`config.mk`:
```
export PLATFORM = sky130hd
export DESIGN_NAME = lct_quality_run3_pipe
export DESIGN_NICKNAME = d
export VERILOG_FILES = /design/src/rtl/lct_quality_run3_pipe.sv
export SDC_FILE = /design/constraint.sdc
export NUM_CORES = 1
export LEC_CHECK = 0
export BUFFER_PORTS_ARGS = -buffer_cell sky130_fd_sc_hd__buf_2
export CAP_MARGIN = 20
export CORE_MARGIN = 4
export CORE_UTILIZATION = 56
export DETAILED_ROUTE_END_ITERATION = 6
export PLACE_DENSITY = 0.85
export SETUP_SLACK_MARGIN = 0.4
export SYNTH_ARGS = -nofsm -noshare
export SYNTH_HDL_FRONTEND = slang
export SYNTH_SLANG_ARGS = --single-unit
```
`constraint.sdc`:
```
create_clock -name clock -period 2.5 [get_ports clock]
set_input_delay 0.25 -clock clock [delete_from_list [all_inputs] [get_ports clock]]
set_output_delay 0.25 -clock clock [all_outputs]
set_load 0.005 [all_outputs]
```
`src/rtl/lct_quality_run3_pipe.sv`:
```
// lct_quality_run3_pipe
//
// Registered multi-LCT Run-3 GEM-CSC quality encoder with per-code
// occupancy monitoring. Sits between the ALCT-CLCT-GEM matching stage and
// the LCT sorter / MPC formatter.
//
// Stage 1 assigns a 3-bit quality code to each of NLCT candidates, with one
// clock of latency. Stage 2 counts the registered codes in eight saturating
// counters, one per code. Stage 3 registers the counter chosen by cnt_sel.
//
// Ports
//   clock, reset_n           40 MHz clock, asynchronous active-low reset
//   lct_vld[NLCT]            candidate i present this BX
//   *_match[NLCT]            ALCT/CLCT/GEM match flags per candidate
//   gemcsc_bend_enable[NLCT] GEM-CSC bend angle usable for candidate i
//   q_vld[NLCT], q[3*NLCT]   registered quality; LCT i is in q[3i+2:3i]
//   cnt_clear                synchronous clear of all counters and ovf flags
//   cnt_freeze               hold counters and ovf flags
//   cnt_sel[3]               quality code whose counter is read
//   cnt_rd[CNTW]             registered count for code cnt_sel
//   cnt_ovf[8]               sticky saturation flag per code
module lct_quality_run3_pipe #(
    parameter int NLCT = 2,   // 1..4
    parameter int CNTW = 16   // 4..32
) (
    input  logic              clock,
    input  logic              reset_n,
    input  logic [NLCT-1:0]   lct_vld,
    input  logic [NLCT-1:0]   alct_clct_copad_match,
    input  logic [NLCT-1:0]   alct_clct_gem_match,
    input  logic [NLCT-1:0]   alct_clct_match,
    input  logic [NLCT-1:0]   clct_copad_match,
    input  logic [NLCT-1:0]   alct_copad_match,
    input  logic [NLCT-1:0]   gemcsc_bend_enable,
    output logic [NLCT-1:0]   q_vld,
    output logic [3*NLCT-1:0] q,
    input  logic              cnt_clear,
    input  logic              cnt_freeze,
    input  logic [2:0]        cnt_sel,
    output logic [CNTW-1:0]   cnt_rd,
    output logic [7:0]        cnt_ovf
);

    // Largest count a CNTW-bit counter can hold, in the widened sum width.
    localparam logic [CNTW:0] CNT_MAX = {1'b0, {CNTW{1'b1}}};

    // ------------------------------------------------------------------
    // Stage 1: per-LCT priority encode
    // ------------------------------------------------------------------
    logic [3*NLCT-1:0] q_next;

    // NOTE: every variable driven in always_comb gets a default before any
    // branch, so no path can leave it unassigned and infer a latch.
    always_comb begin
        q_next = '0;
        for (int i = 0; i < NLCT; i++) begin
            if (!lct_vld[i]) begin
                q_next[3*i +: 3] = 3'd0;
            end else if (alct_clct_copad_match[i]) begin
                q_next[3*i +: 3] = gemcsc_bend_enable[i] ? 3'd7 : 3'd6;
            end else if (alct_clct_gem_match[i]) begin
                q_next[3*i +: 3] = gemcsc_bend_enable[i] ? 3'd5 : 3'd4;
            end else if (alct_clct_match[i]) begin
                q_next[3*i +: 3] = 3'd3;
            end else if (clct_copad_match[i]) begin
                // CLCT+copad outranks ALCT+copad even though its code is lower.
                q_next[3*i +: 3] = 3'd1;
            end else if (alct_copad_match[i]) begin
                q_next[3*i +: 3] = 3'd2;
            end else begin
                q_next[3*i +: 3] = 3'd0;
            end
        end
    end

    // NOTE: sequential state uses non-blocking assignments so every register
    // samples the pre-edge value of its sources, independent of block order.
    always_ff @(posedge clock or negedge reset_n) begin
        if (!reset_n) begin
            q     <= '0;
            q_vld <= '0;
        end else begin
            q     <= q_next;
            q_vld <= lct_vld;
        end
    end

    // ------------------------------------------------------------------
    // Stage 2: per-code hit count from the registered qualities
    // ------------------------------------------------------------------
    logic [2:0]      hits [8];   // 0..NLCT, NLCT <= 4
    logic [CNTW:0]   sums [8];
    logic [CNTW-1:0] cnt  [8];

    always_comb begin
        for (int c = 0; c < 8; c++) begin
            hits[c] = 3'd0;
            for (int i = 0; i < NLCT; i++) begin
                if (q_vld[i] && (q[3*i +: 3] == 3'(c))) begin
                    hits[c] = hits[c] + 3'd1;
                end
            end
            sums[c] = {1'b0, cnt[c]} + {{(CNTW-2){1'b0}}, hits[c]};
        end
    end

    // NOTE: the counter array is a handful of flops that must read zero after
    // reset, so it is reset explicitly rather than treated as a RAM.
    always_ff @(posedge clock or negedge reset_n) begin
        if (!reset_n) begin
            for (int c = 0; c < 8; c++) begin
                cnt[c] <= '0;
            end
            cnt_ovf <= '0;
        end else if (cnt_clear) begin
            // Whatever sits in the counting stage this cycle is dropped.
            for (int c = 0; c < 8; c++) begin
                cnt[c] <= '0;
            end
            cnt_ovf <= '0;
        end else if (!cnt_freeze) begin
            for (int c = 0; c < 8; c++) begin
                if (sums[c] > CNT_MAX) begin
                    cnt[c]     <= '1;
                    cnt_ovf[c] <= 1'b1;
                end else begin
                    cnt[c] <= sums[c][CNTW-1:0];
                end
            end
        end
    end

    // ------------------------------------------------------------------
    // Stage 3: readout of the selected counter (pre-update value)
    // ------------------------------------------------------------------
    always_ff @(posedge clock or negedge reset_n) begin
        if (!reset_n) begin
            cnt_rd <= '0;
        end else begin
            cnt_rd <= cnt[cnt_sel];
        end
    end

endmodule

```
; Word level (Yosys, flattened, before mapping)
; Index checks and enable logic that the tools add are counted.
[word_totals]
wordCells = 149
out_inout_bits = 32
in_bits = 21
ff_bits = 160
[op_classes]
addsub = 16
n_eq_ne = 15
n_mux = 55
n_bitwise = 1
n_reduce_logical = 34
order_cmp = 9
[op_table]
columns = op, n
row1 = $mux 128, 2
row2 = $mux 16, 10
row3 = $add 16x3->17, 8
row4 = $gt 17x16->1 const B, 8
row5 = $bmux 16 s3, 1
row6 = $mux 3, 14
row7 = $add 3x1->3 const B, 8
row8 = $eq 3x3->1 const B, 8
row9 = $mux 1, 20
row10 = $logic_and 1x1->1, 16
row11 = $mux 8, 2
row12 = $reduce_and 2->1, 8
row13 = $reduce_bool 2->1, 8
row14 = $eq 3x2->1 const B, 4
row15 = $mux 2, 6
row16 = $eq 3x1->1 const B, 2
row17 = $logic_not 3->1, 2
row18 = $ge 4x4->1 const B, 1
row19 = $not 3->4, 1
row20 = $ne 2x2->1 const B, 1

; Depth between registers and ports, before layout
[depth]
word_depth = 10
ltp_mapped = 11
ltp_nobuf = 9

; Worst setup path after synthesis
; OpenSTA, ideal clock, no wires.
[synth_path]
kind = reg-to-reg
startpoint = register q[1]
endpoint = register cnt[39] in the netlist's numbering
synth_period_minus_slack_ns = 2.484
arrival_ns = 2.397
slack_ns = 0.016
required_ns = 2.414
path_stages_with_launch = 12
path_cell_list = dfrtp_1 > nand2b_1 > nor2_1 > ha_1 > ha_1 > fa_1 > clkbuf_1 > nand3_1 > nor4_1 > buf_2 > and4b_1 > nor3_1
[synth_via]
elab_chain_cells = 10
[synth_lines]
columns = item, line
row1 = "start, declared", 36  ; output logic [3*NLCT-1:0] q,
row2 = "start signal, assigned", 83  ; q <= q_next;
row3 = $eq 3x3->1 *, 99  ; if (q_vld[i] && (q[3*i +: 3] == 3'(c))) begin
row4 = $logic_and 1x1->1 *, 99
row5 = $mux 1 *, 99
row6 = $add 3x1->3, 100  ; hits[c] = hits[c] + 3'd1;
row7 = $mux 3 *, 99
row8 = $add 16x3->17 *, 103  ; sums[c] = {1'b0, cnt[c]} + {{(CNTW-2){1'b0}}, hits[c]};
row9 = $gt 17x16->1, 123  ; if (sums[c] > CNT_MAX) begin
row10 = $mux 16 *, 123
row11 = $mux 128 *, 121  ; end else if (!cnt_freeze) begin
row12 = $mux 128 *, 115  ; end else if (cnt_clear) begin
row13 = "end signal, assigned by index", 127  ; cnt[c] <= sums[c][CNTW-1:0];
row14 = "end, declared", 93  ; logic [CNTW-1:0] cnt [8];
; Mark *: on every way between the ends. The rest lies on a longest branch, timed or not. The select of a mux whose other input is x is not followed.
; A chain may end at the register's enable or synchronous reset.

; Final worst setup path
[layout_path]
startpoint = register q[2]
endpoint = register cnt[64] in the netlist's numbering
[layout_via]
elab_chain_cells = 10
[layout_lines]
columns = item, line
row1 = $eq 3x2->1 *, 99
row2 = $logic_and 1x1->1 *, 99
row3 = $mux 1 *, 99
row4 = $add 3x1->3, 100
row5 = $mux 3 *, 99
row6 = $add 16x3->17 *, 103
row7 = $gt 17x16->1, 123
row8 = $mux 16 *, 123
row9 = $mux 128 *, 121
row10 = $mux 128 *, 115
; Marks and branches as above.

==> impl_metrics.toml <==
[outcome]
outcome = "finished with violations"
violations = "design-rule violations, negative setup slack"

[global_route]
grt-ovfl-total = 0
grt_pass1_wl_um = 51720
grt_pass1_vias = 9530
grtUsageTotal_pct = 33.51
grt_antenna_before_repair = 3
grt_start_max_net_pins = 60

[logic_synthesis]
synthCells = 974
synth_top_family_by_area = "simple AND/OR/NAND/NOR gates"
ys_async_sr_fraction_pct = 100.0
syn_area_mm2 = 0.009639
synth-edff-count = 0
ys_top_cells_by_area = "dfrtp_1 (42%), mux4_2 (7.2%), a21oi_1 (3.3%), ha_1 (3.1%), nor3_1 (3.1%)"
syn_nets = 1027
ys_seq_elements = 160
syn_area_per_cell_um2 = 9.897
yosys.area_share.simple_pct = 20.70
synth-adder-area-share_pct = 4.777
ys.flop_type = "dfrtp_1"
muxShareOfSynthArea_pct = 10.14
synth_compound_area_share_pct = 18.52
yosysWarningCount = 0
synth_top_area_share_pct = 41.54
synth-xor-area-share_pct = 0
synthDistinctLibCells = 60
synth_top_cell_by_area = "dfrtp_1"
ys_seq_area_share_pct = 41.54

[routing]
drtIter0Drc = 1748
routed_wirelength_um = 39410
drt-wirelength-per-cell_um = 29.37
firstDrtPassIters = 7
ant_nets = 0
vias = 10550
vias_per_cell = 7.860
route.detailed.drc = 5

[clock_tree]
clk_pin_slew_ns = 0.08
clkLatencyLatePin_ns = 0.46
htreeDepth = 4
cts_root_buf = "clkbuf_16"
cts_buffer_depth = 2
clock-sinks = 160
cts_tree = "done"
cts_buffers = 17

[pwr]
powerDensity_mw_per_mm2 = 435.5
power.leakage_nw = 5.338
ir_worst_vdd_uv = 550.6

[timing]
max_freq_ghz = 0.3581
worstMarginPinSlew_ns = 1.233
setup_ws_ns = -0.2928
period_minus_slack_ns = 2.793
rsz0062_at_grt = "true"
maxSlewViolCount = 0
slew_headroom_pct = 17.51
fin_crit_sh_pct = 111.7
hold_viol = 0
finClkSkew_ns = 0.01444
holdWs_ns = 0.05122
setup_viol = 67

[cells_and_area]
nets = 1160
syn_to_final_growth_pct = 39.14
final_cell_mix = "dfrtp_1 (155), buf_4 (58), nor2_1 (54)"
final_common_cell = "dfrtp_1"
drive_gt1_share_pct = 44.46
nFillCells = 807
layoutNonFillerInstCount = 1342

[critical_path]
worstPathRequired_ns = 2.85
setup.worst_path.class = "reg2reg"
cpMostUsedCell = "ha_4"
crit_path_top_delay_cell = "dfrtp_2"
crit_fanout = 7
crit_chain = "nand2b_4 > nor2_4 > ha_4 > ha_4 > fa_2 > nand3_4 > nor4_4 > buf_4 > buf_6 > nand2_8 > a221oi_4"
cp-start-kind = "flop"
arrival_ns = 3.14
cp-end-kind = "flop"
cpPeakStageDelay_ns = 0.50

[worst_hold_path]
hold_class = "in2reg"

[floorplanning]
rows = 47
die_h_um = 139.2
initial_utilization_pct = 57.72
coreArea_mm2 = 0.01670
die_w_um = 139.2
dieArea_mm2 = 0.01938
io_pins = 53

[placed_design]
port_buffers = 52
numPlacedInstances = 1225
gp_congestion = 0.9528
place_hpwl_um = 18830

[run]
drv_cap = 0
## sequential cells by signal, summed over array words and instances (netlist names)
| name | cells |
|---|---|
| cnt_ovf | 8 |
| cnt | 128 |
| q_vld | 2 |
| q | 6 |
| cnt_rd | 16 |
## layer usage
metal,track usage (%),share of wire (%),up-vias
met1,42.66,34,5035
met4,18.49,8.4,2
met5,0,0.033,-
li1,-,-,4088
met2,52.52,45,1082
met3,8.724,13,341
## cell usage after synthesis (all sizes together) (5+ instances only)
cell type	number
a21oi	63
a221oi	33
dfrtp	160
fa	8
a31oi	43
or4	8
inv	51
mux2i	5
a21boi	7
nand2b	10
ha	24
and3b	6
a2111oi	6
and4	15
and4b	8
o21ai	46
nand4	22
nand2	36
nor4	21
and3	25
mux4	32
mux2	18
a311oi	16
nand3	35
and2	7
a211oi	24
buf	10
nor2	71
nor3	59
a41oi	9
clkbuf	45
nor2b	13
## layout make-up
class | instances | area [um^2] | share of cell area (%)
Antenna cell | 2 | 5.005 | 0.03732
Clock buffer | 17 | 425.4 | 3.172
Clock inverter | 15 | 138.9 | 1.036
Inverter | 51 | 191.4 | 1.427
Multi-Input combinational cell | 713 | 6997 | 52.17
Sequential cell | 160 | 4010 | 29.90
Tap cell | 220 | 275.3 | 2.052
Timing Repair Buffer | 164 | 1369 | 10.21
## per-stage QoR
step	cell area (um^2)	setup TNS, ns	worst slack [ns]	util, %	total power [W]
floorplan	10040	0	0.1431	-	0.002920
global placement	10640	-0.05830	-0.03623	63.72	0.003074
detailed placement	10640	-2.115	-0.1740	63.72	0.003085
CTS	12390	-0.3509	-0.04514	74.19	0.005675
global route	13410	-12.37	-0.3019	80.27	0.005943
finish	13410	-7.351	-0.2928	80.30	0.005840
## logic make-up after synthesis
kind of cell               after synthesis
muxes                                   55
AOI/OAI and AO/OA                      268
DFF                                    160
adders and majority gates               32
buffers and inverters                  106
and+or+nand+nor                        353
## timing repair
action | in CTS | in global routing
pin swaps | 102 | 92
hold buffers | 3 | 0
gates cloned | 5 | 1
gates resized for setup | 164 | 143
setup buffers | 42 | 32
endpoints found under the hold margin | 58 | 0
endpoints found under the setup margin | 136 | 136
## final timing paths
check	start	end	slack, ns	cells after the start
max in group asynchronous	reset_n	cnt[94]	1.43	3
hold reg to reg	cnt_ovf[3]	cnt_ovf[3]	0.51	2
min in group asynchronous	reset_n	cnt[7]	0.34	2
setup / recovery	q[2]	cnt[64]	-0.29	11
setup reg to reg	q[2]	cnt[64]	-0.29	11
hold / removal	alct_clct_copad_match[1]	q[4]	0.05	2
## report_power, final
part / switching (W) / leakage, nW / internal, W
clock: 0.00124 / 0.262 / 0.00138
combinational: 0.000337 / 2.87 / 0.000212
sequential: 0.0000532 / 2.21 / 0.00262
total: 0.00163 / 5.34 / 0.00421
## worst max-delay path: cells and delay by family (launching register included)
kind / cells / cell delay [ns]
AO/OA/AOI/OAI: 1 / 0.34
adder cells (fa/ha/maj): 3 / 0.63
flip-flops: 1 / 0.50
AND/OR/NAND/NOR: 5 / 0.92
buffers and inverters: 2 / 0.29
Note: power is estimated with default switching activity, not from simulation.
